==> src/rtl/ysyx_25040129_idu_scoreboard_pkg.sv <==
// Shared widths, compressed CSR index map and counter helpers for the IDU scoreboard.
package ysyx_25040129_idu_scoreboard_pkg;

  localparam int ysyx_25040129_REGS_DIG = 5;
  localparam int ysyx_25040129_CSR_DIG  = 4;

  // Internal compressed CSR indices; the decoder maps 12-bit CSR numbers onto these.
  typedef enum logic [ysyx_25040129_CSR_DIG-1:0] {
    CSR_MSTATUS  = 4'd0,
    CSR_MTVEC    = 4'd1,
    CSR_MEPC     = 4'd2,
    CSR_MCAUSE   = 4'd3,
    CSR_SATP     = 4'd4,
    CSR_MSCRATCH = 4'd5,
    CSR_MIE      = 4'd6,
    CSR_MIP      = 4'd7
  } csr_idx_e;

  localparam int CNT_W_DEF = 2;

  // Largest number of in-flight writers a counter of width w can track.
  function automatic int cnt_max(input int w);
    return (1 << w) - 1;
  endfunction

endpackage

==> src/rtl/ysyx_25040129_fwd_sel.sv <==
// Priority match of one source register against the forwarding stages (index 0 = youngest).
module ysyx_25040129_fwd_sel #(
  parameter int XLEN    = 32,
  parameter int REG_AW  = 5,
  parameter int NUM_FWD = 3
) (
  input  logic [REG_AW-1:0]         rs,
  input  logic [NUM_FWD-1:0]        fwd_wen,
  input  logic [NUM_FWD*REG_AW-1:0] fwd_rd,
  input  logic [NUM_FWD-1:0]        fwd_data_ok,
  input  logic [NUM_FWD*XLEN-1:0]   fwd_data,
  output logic                      hit,
  output logic                      ok,
  output logic [XLEN-1:0]           data
);

  // Scan oldest to youngest so the youngest matching stage overwrites and wins.
  always_comb begin
    hit  = 1'b0;
    ok   = 1'b0;
    data = '0;
    for (int i = NUM_FWD - 1; i >= 0; i--) begin
      if (fwd_wen[i] && (fwd_rd[i*REG_AW +: REG_AW] == rs)) begin
        hit  = 1'b1;
        ok   = fwd_data_ok[i];
        data = fwd_data[i*XLEN +: XLEN];
      end
    end
  end

endmodule

==> src/rtl/ysyx_25040129_idu_scoreboard.sv <==
// Decode-stage scoreboard: per-register in-flight write counters, operand forwarding,
// and the IDU->EXU pipeline register.
module ysyx_25040129_idu_scoreboard
  import ysyx_25040129_idu_scoreboard_pkg::*;
#(
  parameter int XLEN    = 32,
  parameter int REG_AW  = ysyx_25040129_REGS_DIG,
  parameter int CSR_AW  = ysyx_25040129_CSR_DIG,
  parameter int NUM_FWD = 3,
  parameter int CNT_W   = CNT_W_DEF
) (
  input  logic                      clk,
  input  logic                      rst_n,
  input  logic                      in_valid,
  output logic                      in_ready,
  input  logic [REG_AW-1:0]         in_rs1,
  input  logic [REG_AW-1:0]         in_rs2,
  input  logic                      in_rs1_used,
  input  logic                      in_rs2_used,
  input  logic [XLEN-1:0]           in_rs1_data,
  input  logic [XLEN-1:0]           in_rs2_data,
  input  logic [REG_AW-1:0]         in_rd,
  input  logic                      in_rd_wen,
  input  logic [CSR_AW-1:0]         in_csr_raddr,
  input  logic                      in_csr_read,
  input  logic [CSR_AW-1:0]         in_csr_waddr,
  input  logic                      in_csr_wen,
  input  logic [NUM_FWD-1:0]        fwd_wen,
  input  logic [NUM_FWD*REG_AW-1:0] fwd_rd,
  input  logic [NUM_FWD-1:0]        fwd_data_ok,
  input  logic [NUM_FWD*XLEN-1:0]   fwd_data,
  input  logic                      wb_valid,
  input  logic                      wb_rd_wen,
  input  logic [REG_AW-1:0]         wb_rd,
  input  logic                      wb_csr_wen,
  input  logic [CSR_AW-1:0]         wb_csr_addr,
  input  logic                      flush,
  output logic                      out_valid,
  input  logic                      out_ready,
  output logic [XLEN-1:0]           out_rs1_val,
  output logic [XLEN-1:0]           out_rs2_val,
  output logic [REG_AW-1:0]         out_rd,
  output logic                      out_rd_wen,
  output logic [CSR_AW-1:0]         out_csr_waddr,
  output logic                      out_csr_wen,
  output logic [31:0]               stall_cnt
);

  localparam int NGPR = 1 << REG_AW;
  localparam int NCSR = 1 << CSR_AW;
  localparam logic [CNT_W-1:0] CMAX = CNT_W'(cnt_max(CNT_W));

  logic [NGPR-1:0][CNT_W-1:0] gcnt;
  logic [NCSR-1:0][CNT_W-1:0] ccnt;

  logic            hit1, ok1, hit2, ok2;
  logic [XLEN-1:0] fdata1, fdata2;

  ysyx_25040129_fwd_sel #(.XLEN(XLEN), .REG_AW(REG_AW), .NUM_FWD(NUM_FWD)) u_fwd_rs1 (
    .rs(in_rs1), .fwd_wen(fwd_wen), .fwd_rd(fwd_rd), .fwd_data_ok(fwd_data_ok),
    .fwd_data(fwd_data), .hit(hit1), .ok(ok1), .data(fdata1)
  );

  ysyx_25040129_fwd_sel #(.XLEN(XLEN), .REG_AW(REG_AW), .NUM_FWD(NUM_FWD)) u_fwd_rs2 (
    .rs(in_rs2), .fwd_wen(fwd_wen), .fwd_rd(fwd_rd), .fwd_data_ok(fwd_data_ok),
    .fwd_data(fwd_data), .hit(hit2), .ok(ok2), .data(fdata2)
  );

  // A source only depends on the bypass network when a writer to it is in flight.
  logic            rs1_haz, rs2_haz, rs1_stall, rs2_stall, csr_stall, hazard, sat, fire;
  logic [XLEN-1:0] rs1_val, rs2_val;

  assign rs1_haz   = in_rs1_used && (in_rs1 != '0) && (gcnt[in_rs1] != '0);
  assign rs2_haz   = in_rs2_used && (in_rs2 != '0) && (gcnt[in_rs2] != '0);
  assign rs1_stall = rs1_haz && !(hit1 && ok1);
  assign rs2_stall = rs2_haz && !(hit2 && ok2);
  assign rs1_val   = rs1_haz ? fdata1 : in_rs1_data;
  assign rs2_val   = rs2_haz ? fdata2 : in_rs2_data;
  assign csr_stall = in_csr_read && (ccnt[in_csr_raddr] != '0);
  assign hazard    = rs1_stall || rs2_stall || csr_stall;

  // A full counter cannot take another writer without losing track of it.
  assign sat = (in_rd_wen && (in_rd != '0) && (gcnt[in_rd] == CMAX)) ||
               (in_csr_wen && (ccnt[in_csr_waddr] == CMAX));

  assign in_ready = (!out_valid || out_ready) && !hazard && !sat && !flush;
  assign fire     = in_valid && in_ready;

  // One-hot increment/decrement requests; x0 never participates.
  logic [NGPR-1:0] g_inc, g_dec;
  logic [NCSR-1:0] c_inc, c_dec;

  assign g_inc = (fire && in_rd_wen && (in_rd != '0)) ? (NGPR'(1) << in_rd) : '0;
  assign g_dec = (wb_valid && wb_rd_wen && (wb_rd != '0)) ? (NGPR'(1) << wb_rd) : '0;
  assign c_inc = (fire && in_csr_wen) ? (NCSR'(1) << in_csr_waddr) : '0;
  assign c_dec = (wb_valid && wb_csr_wen) ? (NCSR'(1) << wb_csr_addr) : '0;

  // In-flight counters: issue adds, retire subtracts, both together cancel, flush clears.
  always_ff @(posedge clk or negedge rst_n) begin
    if (!rst_n) begin
      gcnt <= '0;
      ccnt <= '0;
    end else if (flush) begin
      gcnt <= '0;
      ccnt <= '0;
    end else begin
      for (int r = 1; r < NGPR; r++) begin
        if (g_inc[r] && !g_dec[r])
          gcnt[r] <= gcnt[r] + CNT_W'(1);
        else if (g_dec[r] && !g_inc[r] && (gcnt[r] != '0))
          gcnt[r] <= gcnt[r] - CNT_W'(1);
      end
      for (int r = 0; r < NCSR; r++) begin
        if (c_inc[r] && !c_dec[r])
          ccnt[r] <= ccnt[r] + CNT_W'(1);
        else if (c_dec[r] && !c_inc[r] && (ccnt[r] != '0))
          ccnt[r] <= ccnt[r] - CNT_W'(1);
      end
    end
  end

  // Single-entry IDU->EXU register; loading on fire keeps full throughput.
  always_ff @(posedge clk or negedge rst_n) begin
    if (!rst_n) begin
      out_valid     <= 1'b0;
      out_rs1_val   <= '0;
      out_rs2_val   <= '0;
      out_rd        <= '0;
      out_rd_wen    <= 1'b0;
      out_csr_waddr <= '0;
      out_csr_wen   <= 1'b0;
    end else if (flush) begin
      out_valid <= 1'b0;
    end else if (fire) begin
      out_valid     <= 1'b1;
      out_rs1_val   <= rs1_val;
      out_rs2_val   <= rs2_val;
      out_rd        <= in_rd;
      out_rd_wen    <= in_rd_wen;
      out_csr_waddr <= in_csr_waddr;
      out_csr_wen   <= in_csr_wen;
    end else if (out_ready) begin
      out_valid <= 1'b0;
    end
  end

  // Counts cycles a presented instruction is held back by a dependency or a full counter.
  always_ff @(posedge clk or negedge rst_n) begin
    if (!rst_n)
      stall_cnt <= '0;
    else if (!flush && in_valid && !in_ready && (hazard || sat))
      stall_cnt <= stall_cnt + 32'd1;
  end

  // Retiring a writer that was never counted means WBU and IDU disagree.
  gpr_retire_tracked: assert property (@(posedge clk) disable iff (!rst_n)
    !(wb_valid && !flush && wb_rd_wen && (wb_rd != '0) && (gcnt[wb_rd] == '0)));

  csr_retire_tracked: assert property (@(posedge clk) disable iff (!rst_n)
    !(wb_valid && !flush && wb_csr_wen && (ccnt[wb_csr_addr] == '0)));

endmodule

==> config.mk <==
export PLATFORM = sky130hd
export DESIGN_NAME = ysyx_25040129_idu_scoreboard
export DESIGN_NICKNAME = d
export VERILOG_FILES = /design/src/rtl/ysyx_25040129_idu_scoreboard_pkg.sv /design/src/rtl/ysyx_25040129_fwd_sel.sv /design/src/rtl/ysyx_25040129_idu_scoreboard.sv
export SDC_FILE = /design/constraint.sdc
export NUM_CORES = 1
export LEC_CHECK = 0
export BUFFER_PORTS_ARGS = -buffer_cell sky130_fd_sc_hd__buf_2
export CAP_MARGIN = 20
export CORE_AREA = 2 2 163 165
export DETAILED_ROUTE_END_ITERATION = 7
export DIE_AREA = 0 0 165 167
export PLACE_DENSITY = 0.81
export SYNTH_ARGS = -nofsm -noshare
export SYNTH_HDL_FRONTEND = slang
export SYNTH_SLANG_ARGS = --single-unit
export TNS_END_PERCENT = 10
==> constraint.sdc <==
create_clock -name clk -period 6.56 [get_ports clk]
set_clock_uncertainty 0.05 [all_clocks]
set_input_delay 0.656 -clock clk [delete_from_list [all_inputs] [get_ports clk]]
set_output_delay 0.656 -clock clk [all_outputs]
set_load 0.1 [all_outputs]
[Word-level counts from Yosys, hierarchy flattened]
Index checks and enable logic that the tools add are counted.
Cells by class
  bitwise gates (word level): 1
  shifts and indexed selects: 4
  reductions and logical operators: 381
  equality and inequality tests: 8
  multiplexer cells: 133
  add/sub/neg operators: 95
  $lt $le $gt $ge: 5
Operators by type and width (count)
  32-bit two-way mux: 11
  2-bit two-way mux: 99
  1-bit logical AND: 172
  3-bit nonzero test: 48
  1-bit zero test: 101
  2-bit nonzero test: 50
  2-bit by 1-bit adder with 2-bit output (second input constant): 47
  2-bit by 1-bit subtractor with 2-bit output (second input constant): 47
  1-bit by 5-bit left shift with 32-bit output (first input constant): 2
  62-bit two-way mux: 1
  32-bit by 1-bit adder with 32-bit output (second input constant): 1
  16-bit two-way mux: 2
  1-bit by 4-bit left shift with 16-bit output (first input constant): 2
  2-bit binary-select mux with 5-bit select: 3
  5-bit equality test: 6
  5-bit nonzero test: 4
  5-bit by 6-bit < comparator with 1-bit output (second input constant): 3
  2-bit binary-select mux with 4-bit select: 2
  1-bit two-way mux: 15
  4-bit by 5-bit < comparator with 1-bit output (second input constant): 2
  1-bit logical OR: 5
  2-bit equality test (second input constant): 2
  2-bit AND reduction: 1
  1-bit inverter: 1
Storage, ports and cells
  word-level logic and storage cells: 682
  register bits after elaboration: 202
  output and inout bits: 109
  input port bits: 226

[Logic depth before layout (Yosys ltp)]
Gate-level depths: netlist of the first run.
  depth in word-level cells: 24
  gate-level depth with buffers: 14
  gate-level depth less buffers: 9

[Cells and area by module]
A second synthesis of the first run with hierarchy kept.
Second synthesis, totals
  cell total of the unflattened synthesis: 1832
  area, all modules: 15048.2 um^2
Modules (own cells, without submodules)
  ysyx_25040129_idu_scoreboard: seq. area each 5054.8 um^2, times used 1, area an instance 12475.7 um^2, cells each 1448
  ysyx_25040129_fwd_sel: seq. area each 0.0 um^2, times used 2, area an instance 1286.2 um^2, cells each 192

[Worst setup path before layout of the first run]
No wires, ideal clock.
  path type: input to output
  start: in in_rs1[0]
  end: out in_ready
  data arrival time: 4.770 ns
  path buffers: 4
  required time: 5.854 ns
  path slack: 1.084 ns
  cell stages on the path: 12
  cells stage by stage: buf_2 > xor2_1 > nor4_1 > and3_1 > buf_2 > a21o_1 > o2bb2ai_1 > a2111oi_4 > buf_2 > buf_4 > nand2_2 > nor3_1
Between the ends
  cells in the longest elaborated chain, start to end: 14
  elaborated cells between the ends (all ways): 27
  those cells by class: eq/ne (3); mux (8); reduce/logical (16)
Ends and longest elaborated chain
  start, declared: RTL line ysyx_25040129_idu_scoreboard.sv:16  | input logic [REG_AW-1:0] in_rs1,
  branches (longest 7 deep; another with 2-bit binary-select mux with 5-bit select)
  1-bit logical AND (*): RTL line ysyx_25040129_idu_scoreboard.sv:75  | assign rs1_stall = rs1_haz && !(hit1 && ok1);
  1-bit logical OR (*) (2 in a row): RTL line ysyx_25040129_idu_scoreboard.sv:80  | assign hazard = rs1_stall || rs2_stall || csr_stall;
  1-bit zero test (*): RTL line ysyx_25040129_idu_scoreboard.sv:86  | assign in_ready = (!out_valid || out_ready) && !hazard && !sat && !flush;
  1-bit logical AND (*) (3 in a row): RTL line ysyx_25040129_idu_scoreboard.sv:86
  end, declared: RTL line ysyx_25040129_idu_scoreboard.sv:15  | output logic in_ready,
Every way passes the cells marked *. The select of a mux whose other input is x is not followed.

[Worst setup path after layout of the first run]
Ends and elaborated chain as after synthesis.

==> results of run 1 <==
## layer usage
metal | global-route usage | up-vias | routed length (microns)
met5 | 0 | - | 27
met4 | 0.211 | 4 | 3130
met3 | 0.0936 | 240 | 5360
met2 | 0.562 | 941 | 23600
met1 | 0.454 | 7134 | 19500
li1 | - | 6816 | -
## critical path: stages
cell	delay (ns)
buf_2	0.33
xor2_1	0.12
nor4_1	0.29
and3_1	0.68
a21o_1	0.21
o2bb2ai_1	0.12
a2111oi_4	0.40
buf_4	0.73
nand2_2	0.31
nor3_1	0.24
buf_2	0.45
## kinds of logic after synthesis
family / after synthesis / synth area share
AOI/OAI and AO/OA: 487 / 0.230
xor gates and xnor gates: 93 / 0.0579
adders and majority gates: 1 / 0.000890
buffers and inverters: 148 / 0.0442
DFF: 202 / 0.360
muxes: 93 / 0.0797
and+or+nand+nor: 665 / 0.228
## sequential cells by signal, summed over array words and instances (netlist names)
signal	cells
gcnt	62
out_csr_waddr	4
ccnt	32
stall_cnt	32
out_rd	5
out_csr_wen	1
out_valid	1
out_rd_wen	1
out_rs1_val	32
out_rs2_val	32
## path summary, 6_finish.rpt
path | startpoint | endpoint | slack, ns | cells past startpoint
hold / removal | rst_n | gcnt[22]$_DFFE_PN0P_ | 0.07 | 1
min in group clk | in_rs2_data[11] | out_rs2_val[11]$_DFFE_PN0P_ | 0.38 | 3
setup / recovery | in_rs1[0] | in_ready | 1.25 | 11
setup reg to reg | gcnt[14]$_DFFE_PN0P_ | gcnt[11]$_DFFE_PN0P_ | 2.20 | 11
max in group asynchronous | rst_n | out_rs2_val[20]$_DFFE_PN0P_ | 5.16 | 2
hold reg to reg | out_rs1_val[24]$_DFFE_PN0P_ | out_rs1_val[24]$_DFFE_PN0P_ | 0.42 | 2
## final cells by class
| cell class | count | area (sq um) | area share |
|---|---|---|---|
| multi-input combinational | 1339 | 8410 | 0.505 |
| sequential | 202 | 5050 | 0.304 |
| timing repair buffer | 357 | 1900 | 0.114 |
| clock buffer | 29 | 649 | 0.0390 |
| tap | 335 | 419 | 0.0252 |
| clock inverter | 11 | 100 | 0.00601 |
| inverter | 21 | 78.8 | 0.00474 |
| antenna | 13 | 32.5 | 0.00195 |
## power by group through the flow
stage	sequential (uW)	clock, uW	combinational [uW]
6_report	1520	1300	2010
5_1_grt	1540	1360	2070
4_1_cts	1520	1320	1990
3_5_place_dp	1540	0	1990
3_3_place_gp	1530	0	1970
2_1_floorplan	2700	0	363
## per-stage QoR
stage | cell area (sq um) | total power [uW] | util | hold slack [ns] | setup WS [ns]
6_report | 16600 | 4820 | 0.646 | 0.0684 | 1.25
5_1_grt | 16600 | 4970 | 0.646 | 0.106 | 0.987
4_1_cts | 16600 | 4820 | 0.643 | 0.0770 | 1.38
3_5_place_dp | 15800 | 3520 | 0.614 | 0.415 | 1.39
3_3_place_gp | 15800 | 3500 | 0.614 | 0.407 | 1.45
2_1_floorplan | 14100 | 3060 | - | 0.310 | 1.08
## cells in the final DEF, fill, tap and decap left out, types with 6 or more instances in the layout
| cell type | instances |
|---|---|
| buf_4 | 20 |
| a221oi_1 | 26 |
| a21bo_2 | 6 |
| nor4_1 | 33 |
| nor2_1 | 105 |
| o31ai_1 | 6 |
| dfrtp_1 | 202 |
| nand4_1 | 24 |
| a21oi_1 | 44 |
| nand3b_1 | 7 |
| diode_2 | 13 |
| xnor2_1 | 44 |
| or3_1 | 12 |
| buf_2 | 333 |
| o22ai_1 | 8 |
| mux2i_1 | 67 |
| nand2b_1 | 17 |
| a31oi_1 | 39 |
| mux2_2 | 12 |
| nand2_1 | 245 |
| and2_1 | 11 |
| inv_1 | 19 |
| nor3_1 | 65 |
| o21a_1 | 11 |
| and4_1 | 16 |
| o21ai_0 | 170 |
| a211oi_1 | 41 |
| a41oi_1 | 20 |
| a22oi_1 | 65 |
| a41o_1 | 7 |
| xor2_1 | 49 |
| nor2b_1 | 16 |
| mux4_2 | 14 |
| nor4b_1 | 7 |
| clkinv_2 | 6 |
| o211ai_1 | 10 |
| and3_1 | 26 |
| or2_2 | 6 |
| clkbuf_16 | 24 |
| nand3_1 | 59 |
==> flow_summary.ini, run 1 <==
[clock_network]
cts_tree = yes
htree_levels = 1
cts_buffers = 24
post_cts_hold_buffer_count = 0
cts.sink_count = 202
cts-resized-gates = 0
cts_buffer_depth = 3
cts_setup_buffers = 0
clk_latency_ns = 0.54
cts.clk_slew.worst_paths_ns = 0.06
root_buffer = clkbuf_16

[die]
die_w_microns = 165
die_h_microns = 167
row_count = 59
fp.dieArea_sq_um = 27600
ios = 335
start_util = 0.546
coreArea_sq_um = 25800

[synthesis]
synth_top_area_frac = 0.360
synthTopCellsByCount = nand2_1 (245), dfrtp_1 (202), o21ai_0 (170), nor2_1 (107), clkbuf_1 (86)
synthArstFlopShare = 1.00
ys_types = 68
synth_most_common_cell = nand2_1
yosysSeqAreaShare = 0.360
synthCells = 1689
yosysWarnings = 0
ys_ff_latch = 202
syn_nets = 1916
ys_top_cells_by_area = dfrtp_1 (36%), nand2_1 (6.5%), o21ai_0 (6.1%)
yosys_most_used_dff = dfrtp_1
synth_top_area_cell = dfrtp_1
synth_edf_count = 0
syn_area_sq_um = 14100
syn_area_per_cell_sq_um = 8.32

[global_routing]
grt_pass1_wl_microns = 78700
grt_overflow = 0
antenna_found_initial = 16
grt_pass1_vias = 14200
grt_start_max_net_pins = 89
grt_use_total = 0.362

[min_path]
min-delay-path-class = in -> async

[timing]
setup_viol = 0
drv_slew = 0
rsz0062_at_grt = false
worst_slew_margin_rel = 0.284
tightest_slew_ns = 1.07
max_freq_ghz = 0.188
fin_crit_ns = 5.31
finalSetupTns_ns = 0
hold_violations = 0
fin_crit_sh = 0.809

[pwr]
seqPwrFrac = 0.315
power.leakage_uw = 0.00692
power_frac_clock = 0.270
switching_share = 0.489
p_per_area_nw_per_um2 = 290
power_switching_uw = 2360
vdd_drop_max_mv = 0.322
intPower_uw = 2460
power.share.combinational = 0.416

[finish]
nFillCells = 2247
final_cells = 2307
drive_gt1_frac = 0.229
area_growth_pct = 18.4
nNetsFinal = 2172

[detailed_routing]
drt-initial-drc-count = 1887
vias = 15100
drc = 0
drt-vias-per-instance = 6.56
wl_per_cell_microns = 22.4
ant_nets = 0
drt_wl_total_microns = 51600
firstDrtPassIters = 7

[placed_design]
port-buffer-count = 334
dp_hpwl_microns = 37500
dp_cells = 2252
routabilityCongestion = 1.01

[setup_path]
start_kind = input pin
crit_arrival_ns = 4.60
cp.required_ns = 5.85
critPathMaxFanout = 85
endpoint_kind = output port
path_class = in -> out

[job]
drv_cap = 0

[run_status]
status = finished, final reports clean
Note: power is estimated with default switching activity, not from simulation.
==> run 2: changes to the inputs <==
- clock period: 6.56 -> 5.4 ns (I/O delays scaled with it)
==> flow_summary.ini, run 2 (synthesis gave the netlist of run 1 again) <==
[detailed_routing]
wl_per_cell_microns = 22.7
drt_wl_total_microns = 52400
firstDrtPassIters = 6
drt-vias-per-instance = 6.54
ant_nets = 0
drc = 0
drt-initial-drc-count = 2068
vias = 15100

[pwr]
power_frac_clock = 0.266
seqPwrFrac = 0.316
power_switching_uw = 2860
switching_share = 0.490
vdd_drop_max_mv = 0.413
intPower_uw = 2980
p_per_area_nw_per_um2 = 351
power.leakage_uw = 0.00692
power.share.combinational = 0.418

[clock_network]
cts.clk_slew.worst_paths_ns = 0.06
cts.sink_count = 202
cts_setup_buffers = 0
cts-resized-gates = 0
cts_buffer_depth = 3
post_cts_hold_buffer_count = 0
root_buffer = clkbuf_16
clk_latency_ns = 0.53
htree_levels = 1
cts_buffers = 24
cts_tree = yes

[timing]
drv_slew = 0
fin_crit_sh = 0.824
hold_violations = 0
rsz0062_at_grt = false
worst_slack_ns = 0.950
worst_slew_margin_rel = 0.240
finalSetupTns_ns = 0
setup_viol = 0
tightest_slew_ns = 1.14
whs_ns = 0.0587
max_freq_ghz = 0.225
fin_crit_ns = 4.45

[die]
die_h_microns = 167
coreArea_sq_um = 25800
start_util = 0.546
ios = 335
fp.dieArea_sq_um = 27600
die_w_microns = 165
row_count = 59

[placed_design]
dp_hpwl_microns = 37200
routabilityCongestion = 0.951
place_area_sq_um = 15800
preCtsSetupSlack_ns = 1.31
port-buffer-count = 334

[global_routing]
grt_pass1_vias = 14000
antenna_found_initial = 16
grt_use_total = 0.368
grt_pass1_wl_microns = 79000
grt_start_max_net_pins = 126
grt_overflow = 0

[setup_path]
cp_num_cells = 9
endpoint_kind = output port
critPathMaxFanout = 10
slowest_stage = o41ai_1
slowest_delay_ns = 0.59
cpMostUsedCell = o211ai_1
rrSetupSlack_ns = 1.45
crit_chain = o311ai_1, o21bai_1, o211ai_1, o41ai_1, o211ai_1, a2111oi_4, nand2_2, nor3_1, buf_12
path_class = reg -> out
crit_family = compound AO/OA/AOI/OAI gates
rr_startpoint = ccnt[28]$_DFFE_PN0P_
crit_path_start = ccnt[28]$_DFFE_PN0P_
cp.required_ns = 4.81
path_buf_inv = 1
crit_arrival_ns = 3.86
crit_end = in_ready
ff2ff_path_depth = 10
start_kind = register
reg2reg_to = out_rd[2]$_DFFE_PN0P_

[job]
drv_cap = 0

[finish]
area_growth_pct = 18.3
final_common_cell = buf_2
final_cell_mix = buf_2 (332), nand2_1 (245), dfrtp_1 (202), o21ai_0 (170), nor2_1 (105)
largest_reg_flops = 62
final_util = 0.646
nNetsFinal = 2171
final_area_sq_um = 16600
drive_gt1_frac = 0.228
largest-register = gcnt

[run_status]
status = finished, final reports clean

[min_path]
min-delay-path-class = in -> async
run 2: cell count changes in the layout (fill, tap and decap cells not counted), sizes merged:
cell      previous run  this run
clkbuf              30        33
buf                356       355
bufinv               1         0
clkinv               7         8
clkinvlp             2         1
diode               13        12
inv                 22        21
run 2: layout make-up:
class / instances / area (sq um)
Clock buffer: 32 / 682
Multi-Input combinational cell: 1339 / 8410
Fill cell: 2171 / 9130
Tap cell: 335 / 419
Timing Repair Buffer: 356 / 1910
Sequential cell: 202 / 5050
Clock inverter: 9 / 47.5
Inverter: 21 / 78.8
Antenna cell: 12 / 30.0
run 2: worst min-delay path by stage:
| stage | from | end | slack (ns) | cells after the start |
|---|---|---|---|---|
| final | rst_n | gcnt[20]$_DFFE_PN0P_ | 0.06 | 1 |
| after global routing | rst_n | gcnt[21]$_DFFE_PN0P_ | 0.14 | 1 |
| after CTS | rst_n | gcnt[21]$_DFFE_PN0P_ | 0.11 | 1 |
| after detailed placement | out_rs1_val[4]$_DFFE_PN0P_ | out_rs1_val[4]$_DFFE_PN0P_ | 0.41 | 2 |
| after global placement | out_rs2_val[3]$_DFFE_PN0P_ | out_rs2_val[3]$_DFFE_PN0P_ | 0.41 | 2 |
| after floorplan | rst_n | ccnt[0]$_DFFE_PN0P_ | 0.19 | 0 |
run 2: power groups by stage:
| stage | combinational, uW | sequential (uW) | clock (uW) |
|---|---|---|---|
| floorplan | 441 | 3280 | 0 |
| global placement | 2390 | 1860 | 0 |
| detailed placement | 2420 | 1870 | 0 |
| CTS | 2420 | 1840 | 1560 |
| global route | 2520 | 1860 | 1630 |
| finish | 2440 | 1850 | 1550 |
run 2: worst register-to-register path, stage by stage (launching register included):
cell       delay [ns]
dfrtp_1          0.42
o311ai_1         0.40
o21bai_1         0.18
o211ai_1         0.11
o41ai_1          0.59
o211ai_1         0.21
a2111oi_4        0.52
buf_4            0.34
nand3_4          0.23
buf_12           0.32
mux2_2           0.47
run 2: through the flow:
stage,total power [uW],std cells
5_1_grt,6010,2303
6_report,5840,2306
4_1_cts,5830,2292
3_3_place_gp,4260,2251
3_5_place_dp,4280,2251
2_1_floorplan,3720,1689
run 2: metal layers:
layer	wire (microns)	track usage
met1	19500	0.459
met2	23800	0.570
met3	5830	0.110
met4	3190	0.205
met5	43	0
